`src/rtl/uart_pkg.sv`:
```
// Shared definitions for the UART transmit FIFO and its send sequencer:
// sequencer state encoding, ASCII line-ending constants and the ARM timeout.
package uart_pkg;

    typedef enum logic [1:0] {
        IDLE    = 2'd0,
        ARM     = 2'd1,
        DRAIN   = 2'd2,
        CR_PEND = 2'd3
    } tx_state_t;

    localparam logic [7:0] ASCII_LF = 8'h0A;
    localparam logic [7:0] ASCII_CR = 8'h0D;

    // Cycles the sequencer waits in ARM for the transmitter to raise busy.
    localparam int ARM_TIMEOUT = 4;
    localparam int ARM_CNT_W   = $clog2(ARM_TIMEOUT);
    localparam logic [ARM_CNT_W-1:0] ARM_LAST = ARM_CNT_W'(ARM_TIMEOUT - 1);

    // True when a byte must be expanded into a CR/LF pair.
    function automatic logic is_lf(input logic [7:0] b);
        return (b == ASCII_LF);
    endfunction

endpackage

```
`src/rtl/uart_tx_fifo_sync_fifo.sv`:
```
// Byte FIFO for the UART transmit path: register-array storage, wrap-bit
// pointers, full/empty/level flags and a one-cycle overflow pulse for pushes
// dropped while full. A push into a full FIFO is still accepted when a pop
// happens in the same cycle. Reads are combinational from mem[rd_ptr].
module sync_fifo
    import uart_pkg::*;
#(
    parameter int  DEPTH = 16,
    localparam int AW    = $clog2(DEPTH)
) (
    input  logic          clk,
    input  logic          rst_n,
    input  logic          wr_en,
    input  logic [7:0]    wr_data,
    input  logic          rd_en,
    output logic [7:0]    rd_data,
    output logic          full,
    output logic          empty,
    output logic [AW:0]   level,
    output logic          overflow
);

    logic [7:0]  mem [DEPTH];
    logic [AW:0] wr_ptr;
    logic [AW:0] rd_ptr;
    logic        push;
    logic        pop;
    logic        drop;

    assign pop     = rd_en && !empty;
    assign push    = wr_en && (!full || pop);
    assign drop    = wr_en && full && !pop;

    assign empty   = (wr_ptr == rd_ptr);
    assign full    = (wr_ptr[AW] != rd_ptr[AW]) && (wr_ptr[AW-1:0] == rd_ptr[AW-1:0]);
    assign level   = wr_ptr - rd_ptr;
    assign rd_data = mem[rd_ptr[AW-1:0]];

    // Storage write; contents need no reset since the pointers define validity.
    always_ff @(posedge clk) begin
        if (push) begin
            mem[wr_ptr[AW-1:0]] <= wr_data;
        end
    end

    // Pointer advance on accepted push and pop.
    always_ff @(posedge clk or negedge rst_n) begin
        if (!rst_n) begin
            wr_ptr <= '0;
            rd_ptr <= '0;
        end else begin
            if (push) begin
                wr_ptr <= wr_ptr + 1'b1;
            end
            if (pop) begin
                rd_ptr <= rd_ptr + 1'b1;
            end
        end
    end

    // Overflow pulse for the cycle after a push was dropped.
    always_ff @(posedge clk or negedge rst_n) begin
        if (!rst_n) begin
            overflow <= 1'b0;
        end else begin
            overflow <= drop;
        end
    end

endmodule

```
`src/rtl/uart_tx_fifo.sv`:
```
// UART transmit FIFO with send sequencer. Bytes pushed by the producer are
// buffered in sync_fifo and handed to the transmitter one at a time using a
// single-cycle tx_send strobe with registered tx_data, respecting tx_busy.
// Optional build macro UART_TX_FIFO_CRLF_EN: a popped LF (8'h0A) is sent as
// CR (8'h0D) followed by LF, the LF being held in a staging register.
module uart_tx_fifo
    import uart_pkg::*;
#(
    parameter int  DEPTH = 16,
    localparam int AW    = $clog2(DEPTH)
) (
    input  logic          clk,
    input  logic          rst_n,
    input  logic          wr_en,
    input  logic [7:0]    wr_data,
    output logic          full,
    output logic          empty,
    output logic [AW:0]   level,
    output logic          overflow,
    output logic          tx_send,
    output logic [7:0]    tx_data,
    input  logic          tx_busy
);

    tx_state_t               state;
    tx_state_t               state_nxt;
    logic [ARM_CNT_W-1:0]    arm_cnt;
    logic [ARM_CNT_W-1:0]    arm_cnt_nxt;
    logic                    send_nxt;
    logic [7:0]              data_nxt;
    logic                    rd_en;
    logic [7:0]              fifo_data;
    tx_state_t               after_frame;

`ifdef UART_TX_FIFO_CRLF_EN
    logic [7:0]              stage;
    logic [7:0]              stage_nxt;
    logic                    stage_vld;
    logic                    stage_vld_nxt;
`endif

    sync_fifo #(
        .DEPTH    (DEPTH)
    ) u_fifo (
        .clk      (clk),
        .rst_n    (rst_n),
        .wr_en    (wr_en),
        .wr_data  (wr_data),
        .rd_en    (rd_en),
        .rd_data  (fifo_data),
        .full     (full),
        .empty    (empty),
        .level    (level),
        .overflow (overflow)
    );

    // Where a finished (or abandoned) frame leads: a staged LF goes next.
`ifdef UART_TX_FIFO_CRLF_EN
    assign after_frame = stage_vld ? CR_PEND : IDLE;
`else
    assign after_frame = IDLE;
`endif

    // Sequencer next-state, pop request and next send strobe/data.
    always_comb begin
        state_nxt   = state;
        arm_cnt_nxt = arm_cnt;
        send_nxt    = 1'b0;
        data_nxt    = tx_data;
        rd_en       = 1'b0;
`ifdef UART_TX_FIFO_CRLF_EN
        stage_nxt     = stage;
        stage_vld_nxt = stage_vld;
`endif
        case (state)
            IDLE: begin
                if (!empty && !tx_busy) begin
                    rd_en       = 1'b1;
                    send_nxt    = 1'b1;
                    data_nxt    = fifo_data;
                    arm_cnt_nxt = '0;
                    state_nxt   = ARM;
`ifdef UART_TX_FIFO_CRLF_EN
                    if (is_lf(fifo_data)) begin
                        data_nxt      = ASCII_CR;
                        stage_nxt     = ASCII_LF;
                        stage_vld_nxt = 1'b1;
                    end
`endif
                end
            end
            ARM: begin
                if (tx_busy) begin
                    state_nxt = DRAIN;
                end else if (arm_cnt == ARM_LAST) begin
                    state_nxt = after_frame;
                end else begin
                    arm_cnt_nxt = arm_cnt + 1'b1;
                end
            end
            DRAIN: begin
                if (!tx_busy) begin
                    state_nxt = after_frame;
                end
            end
            CR_PEND: begin
`ifdef UART_TX_FIFO_CRLF_EN
                // Send the staged LF without touching the FIFO.
                if (!tx_busy) begin
                    send_nxt      = 1'b1;
                    data_nxt      = stage;
                    stage_vld_nxt = 1'b0;
                    arm_cnt_nxt   = '0;
                    state_nxt     = ARM;
                end
`else
                state_nxt = IDLE;
`endif
            end
            default: begin
                state_nxt = IDLE;
            end
        endcase
    end

    // Sequencer state and ARM timeout counter.
    always_ff @(posedge clk or negedge rst_n) begin
        if (!rst_n) begin
            state   <= IDLE;
            arm_cnt <= '0;
        end else begin
            state   <= state_nxt;
            arm_cnt <= arm_cnt_nxt;
        end
    end

`ifdef UART_TX_FIFO_CRLF_EN
    // Staging register holding the LF that follows an inserted CR.
    always_ff @(posedge clk or negedge rst_n) begin
        if (!rst_n) begin
            stage     <= 8'h00;
            stage_vld <= 1'b0;
        end else begin
            stage     <= stage_nxt;
            stage_vld <= stage_vld_nxt;
        end
    end
`endif

    // Registered transmitter interface; tx_data holds until the next send.
    always_ff @(posedge clk or negedge rst_n) begin
        if (!rst_n) begin
            tx_send <= 1'b0;
            tx_data <= 8'h00;
        end else begin
            tx_send <= send_nxt;
            tx_data <= data_nxt;
        end
    end

endmodule
```
`config.mk`:
```
export PLATFORM = sky130hd
export DESIGN_NAME = uart_tx_fifo
export DESIGN_NICKNAME = d
export VERILOG_FILES = /design/src/rtl/uart_pkg.sv /design/src/rtl/uart_tx_fifo_sync_fifo.sv /design/src/rtl/uart_tx_fifo.sv
export SDC_FILE = /design/constraint.sdc
export NUM_CORES = 1
export LEC_CHECK = 0
export BUFFER_PORTS_ARGS = -buffer_cell sky130_fd_sc_hd__buf_2
export CORE_ASPECT_RATIO = 0.75
export CORE_MARGIN = 1.5
export CORE_UTILIZATION = 63
export CTS_CLUSTER_SIZE = 10
export DETAILED_ROUTE_END_ITERATION = 8
export GPL_TIMING_DRIVEN = 0
export PLACE_DENSITY = 0.89
export SLEW_MARGIN = 20
export SYNTH_ARGS = -nofsm -noshare
export SYNTH_HDL_FRONTEND = slang
export SYNTH_SLANG_ARGS = --single-unit
```
`constraint.sdc`:
```
create_clock -name clk -period 7.1 [get_ports clk]
set_input_delay 0.71 -clock clk [delete_from_list [all_inputs] [get_ports clk]]
set_output_delay 0.71 -clock clk [all_outputs]
set_load 0.01 [all_outputs]
```
; Yosys cells after proc, flatten, opt, wreduce, memory -nomap -nowiden
; Memory sizes are Yosys's and may differ from the RTL's. A register that Yosys moved wholly into a read port is not among the register bits.
; Cells that the tools add are included.
[classes]
n_lt_le_gt_ge = 0
addsub = 4
n_eq_ne = 12
bitwise_logic = 0
div = 0
shift = 0
n_reduce_logical = 17
n_mul = 0
muxes = 13
[op_table]
columns = op, n
row1 = 2-to-1 mux 2 bit, 7
row2 = "adder 5 x 1 -> 5 bit, second input constant", 2
row3 = "inequality test 2 bit, second input constant", 4
row4 = one-hot mux 2 bit (4 select lines), 1
row5 = "== test 2 bit, second input constant", 3
row6 = logical AND 1 bit, 6
row7 = == test 5 bit, 1
row8 = logical NOT 1 bit, 5
row9 = subtractor 5 bit, 1
row10 = == test 4 bit, 1
row11 = 2-to-1 mux 1 bit, 4
row12 = one-hot mux 2 bit (2 select lines), 1
row13 = AND reduction 4 bit, 1
row14 = "inequality test 3 bit, second input constant", 1
row15 = AND reduction 3 bit, 1
row16 = "adder 2 x 1 -> 2 bit, second input constant", 1
row17 = "== test 2 x 1 -> 1 bit, second input constant", 1
row18 = logical NOT 2 bit, 1
row19 = AND reduction 2 bit, 1
row20 = nonzero test 2 bit, 1
row21 = logical OR 1 bit, 1
row22 = inequality test 1 bit, 1
[totals]
mem_count = 1
mem_bits_ro = 0
latch_bits = 0
ram_bits = 128
regBits = 16
output_inout_bits = 17
[mem_list]
columns = name, words, width, rd, rd_ports_with_merged_regs, wr, line
row1 = u_fifo.mem, 16, 8, 1, 1, 1, uart_tx_fifo_sync_fifo.sv:23  ; logic [7:0] mem [DEPTH];

; Logic depth before layout (Yosys ltp)
[depth]
ltp_word = 10
depth_mapped = 10

; Hierarchy
; Synthesis repeated with hierarchy kept, for this count alone.
[hier_totals]
hier_cells = 332
hier_area_um2 = 6254.7
[modules_own_cells]
columns = mod, seq_area_each_um2, instances, cells_each, area_each_um2
row1 = sync_fifo, 4119.0, 1, 299, 5730.5
row2 = uart_tx_fifo, 325.3, 1, 33, 524.3

; Worst setup path before layout
; Ideal clock, no wire load.
[synth_timing]
path_kind = register -> register
startpoint = reg u_fifo.rd_ptr[1]
endpoint = mem u_fifo.mem[0][0], enable pin
path_slack_ns = 4.326
stages_incl_launch_ff = 11
required_ns = 6.717
period_less_slack_ns = 2.774
t_arrival_ns = 2.391
cell_sequence = dfrtp_1 -> buf_6 -> buf_6 -> buf_4 -> inv_1 -> ha_1 -> nand4_1 -> o31a_1 -> buf_6 -> nand2_1 -> nor3_1
[synth_via]
elab_chain_cells = 10
[synth_lines]
columns = element, line
row1 = from (decl), uart_tx_fifo_sync_fifo.sv:25  ; logic [AW:0] rd_ptr;
row2 = from (signal assigned), uart_tx_fifo_sync_fifo.sv:56  ; rd_ptr <= rd_ptr + 1'b1;
row3 = == test 5 bit, uart_tx_fifo_sync_fifo.sv:34  ; assign empty = (wr_ptr == rd_ptr);
row4 = logical NOT 1 bit, "uart_tx_fifo_sync_fifo.sv:30, uart_tx_fifo.sv:77"
row5 = logical AND 1 bit, uart_tx_fifo.sv:77  ; if (!empty && !tx_busy) begin
row6 = 2-to-1 mux 1 bit, uart_tx_fifo.sv:77
row7 = 2-to-1 mux 1 bit, uart_tx_fifo.sv:75  ; case (state)
row8 = logical AND 1 bit, uart_tx_fifo_sync_fifo.sv:30  ; assign pop = rd_en && !empty;
row9 = logical OR 1 bit (*), uart_tx_fifo_sync_fifo.sv:31  ; assign push = wr_en && (!full || pop);
row10 = logical AND 1 bit (*), uart_tx_fifo_sync_fifo.sv:31
row11 = 2-to-1 mux 1 bit (*), uart_tx_fifo_sync_fifo.sv:41  ; if (push) begin
row12 = 2-to-1 mux 1 bit (implied by the code) (*), uart_tx_fifo_sync_fifo.sv:42  ; mem[wr_ptr[AW-1:0]] <= wr_data;
row13 = to (decl), uart_tx_fifo_sync_fifo.sv:23
; Mark *: on every way between the ends. The rest lies on a longest branch, timed or not.

; Worst setup path after layout
[layout_timing]
startpoint = reg u_fifo.rd_ptr[1]
endpoint = out level[3]
[layout_via]
elab_chain_cells = 1
[layout_lines]
columns = element, line
row1 = subtractor 5 bit, uart_tx_fifo_sync_fifo.sv:36  ; assign level = wr_ptr - rd_ptr;
row2 = to (decl), uart_tx_fifo.sv:18  ; output logic [AW:0] level,
; Every way passes these cells.

==> impl_metrics.toml <==
[detailed_routing]
ratio_of_routed_vias_to_standard_cells = 6.261
detail-route-antenna-nets = 0
totalWireLength_um = 13020
drcViolationCount = 0
detail_route.iter0.violations = 388
overall_via_count_from_detail_route = 3425
routed_wire_length_per_instance_um = 23.81
first_pass_iters = 5

[worst_setup_path]
critical_path.n_buffers_inverters = 5
critical-path-max-stage-delay_ns = 0.44
path_delay_family = "buffers and inverters"
cp_cell_sequence = "buf_6, buf_6, buf_4, inv_1, ha_1, a21o_1, a21oi_1, xnor2_1, buf_2"
timing.critical_path.arrival_ns = 2.56
critical_path.endpoint_type = "output pin"
worst_setup_path_startpoint = "u_fifo.rd_ptr[1]"
critPathRequiredTime_ns = 6.39
regToRegStartpoint = "u_fifo.rd_ptr[1]"
critical-path-top-cell-by-count = "sky130_fd_sc_hd__buf_6"
critPathKind = "reg -> out"
critPathSlowestCell = "sky130_fd_sc_hd__dfrtp_1"
cp_max_fo = 10
start_kind = "flip-flop"

[logic_synthesis]
synth_simple_gate_area_frac = 0.04716
ys_warnings = 0
xor_xnor_fraction_of_synth_area = 0.01992
post_syn_area_per_cell_um2 = 17.34
postSynthCellCount = 355
number_of_flops_mapped_to_enable_cells_by_yosys = 128
synthDistinctLibCells = 38
mappedNetlistNets = 378
synth_top_family_by_area = "multiplexers"
ys_seq_area_frac = 0.7221
yosys_register_bits = 152
async_reset_ff_frac = 0.1579
synth_compound_gate_area_share = 0.04350
dominantRegCellSynth = "sky130_fd_sc_hd__edfxtp_1"
synth_fa_ha_area_frac = 0.02358
post_synth_mux_area_share = 0.1134
syn-cell-area_um2 = 6155

[floorplanning]
floorplan.die.width_um = 117.1
core_um2 = 9580
io_pins = 29
die_height_um = 88.60
core.rowCount = 31
floorplan.initialDensity = 0.6424
die-area_um2 = 10380

[clock_network]
number_of_instances_resized_during_post_cts_repair = 0
cts-root-to-sink-buffers = 2
worst_setup_hold_path_clk_slew_ns = 0.07
tritoncts = "yes"
post_cts_buffers = 0
clock-root-buffer = "sky130_fd_sc_hd__clkbuf_16"
cts_buffers = 17
htree_num_levels = 4
clock_sink_count = 152
clk-insertion-delay-late_ns = 0.43
postCtsHoldBufs = 0

[layout]
num_antenna_cells = 0
post_route_cells_drive_above_1_share = 0.2217
fin_nets = 425
signed_area_change_from_the_synthesized_netlist_to_the_final_layout_pct = 14.23
finish.instance_area_um2 = 7030
mostFrequentLayoutCell = "sky130_fd_sc_hd__edfxtp_1"
final_cell_mix = "128 x sky130_fd_sc_hd__edfxtp_1, 33 x sky130_fd_sc_hd__mux2i_1, 32 x sky130_fd_sc_hd__buf_2"

[timing]
fin_hold_ws_ns = 0.2886
transition_time_at_the_pin_with_the_least_slew_margin_ns = 0.9396
rsz0062_at_grt = "no"
max_slew_violation_count = 0
fin_skew_ns = 0.01113
maxClockFrequency_mhz = 305.4
setup_viol_count_final = 0
finalCriticalPeriod_ns = 3.275
layout_worst_path_cycle_share = 0.4613
slew-limit-headroom = 0.3713
finalSetupTns_ns = 0
final_hold_viol_count = 0

[flow_run]
cap_violations = 0

[worst_hold_path]
timing.hold.worst.class = "in -> async"

[place]
gp_congestion = 0.8446
placedInstanceArea_um2 = 6480
hpwl_after_dpl_um = 7942
place.port_buffers = 28

[power_and_ir_drop]
vdd_drop_max_uv = 272.2
power.leakage_nw = 2.522
power_density_nw_per_um2 = 435.2

[global_routing]
grt_antenna_before_repair = 0
grt_first_pass_wirelength_um = 19510
groute.usage.overall = 0.2798
aggregate_global_routing_overflow = 0
via_count_of_the_first_global_routing_pass = 3472
grt_max_degree = 25

[status]
run_status = "complete, no violations"
-- stage by stage --
stage / std cells / setup WS [ns] / power [W] / utilization
floorplan: 355 / 4.326 / 0.001892 / -
global placement: 515 / 3.628 / 0.002140 / 0.6743
detailed placement: 515 / 3.852 / 0.002201 / 0.6764
CTS: 547 / 3.797 / 0.003065 / 0.7338
global route: 547 / 3.662 / 0.003210 / 0.7338
finish: 547 / 3.825 / 0.003060 / 0.7338
-- state kept, by name, indices dropped and copies added (netlist names) --
signal,count
u_fifo.overflow,1
u_fifo.mem,128
u_fifo.wr_ptr,5
tx_data,8
state,2
u_fifo.rd_ptr,5
arm_cnt,2
tx_send,1
-- report_power, final --
group	switching [W]	internal, W
logic	0.000594	0.000429
registers	0.0000792	0.00111
clock network	0.000362	0.000482
total	0.00104	0.00202
-- final cells by class --
class,instances,area (um2)
Inverter,11,41.29
Clock buffer,18,429.2
Clock inverter,14,121.4
Sequential cell,152,4444
Fill cell,571,2550
Multi-Input combinational cell,175,1544
Buffer,17,145.1
Tap cell,132,165.2
Timing Repair Buffer,28,140.1
-- cell families after synthesis --
group	after synthesis
AOI/OAI and AO/OA	41
DFF	152
xor gates and xnor gates	14
and+or+nand+nor	60
buffers and inverters	28
adders and majority gates	11
muxes	49
-- synth_stat cells (all sizes together) (9+ instances only) --
library cell  number  share of area
buf               15          0.022
dfrtp             24          0.098
edfxtp           128           0.62
ha                10          0.020
inv               11         0.0067
mux2i             33          0.054
mux4              16          0.060
nand2              9         0.0059
nor2              30          0.018
o22ai             17          0.017
xnor2             11          0.016
-- metal layers --
layer / wire length [um] / vias to the layer above / track usage
met4: 488 / 0 / 0.1533
met5: 0 / - / 0
met3: 1047 / 41 / 0.06644
met2: 6243 / 200 / 0.4402
li1: - / 1474 / -
met1: 5244 / 1710 / 0.3699
-- final timing paths --
kind	to	slack, ns	cells past startpoint
hold / removal	tx_data[0]	0.29	1
setup / recovery	level[3]	3.83	9
max in group asynchronous	u_fifo.wr_ptr[2]	6.42	1
min in group clk	arm_cnt[0]	0.49	1
setup reg to reg	u_fifo.mem[9][4]	3.83	10
hold reg to reg	arm_cnt[0]	0.49	1
No activity file was read; power rests on OpenSTA's default activity.
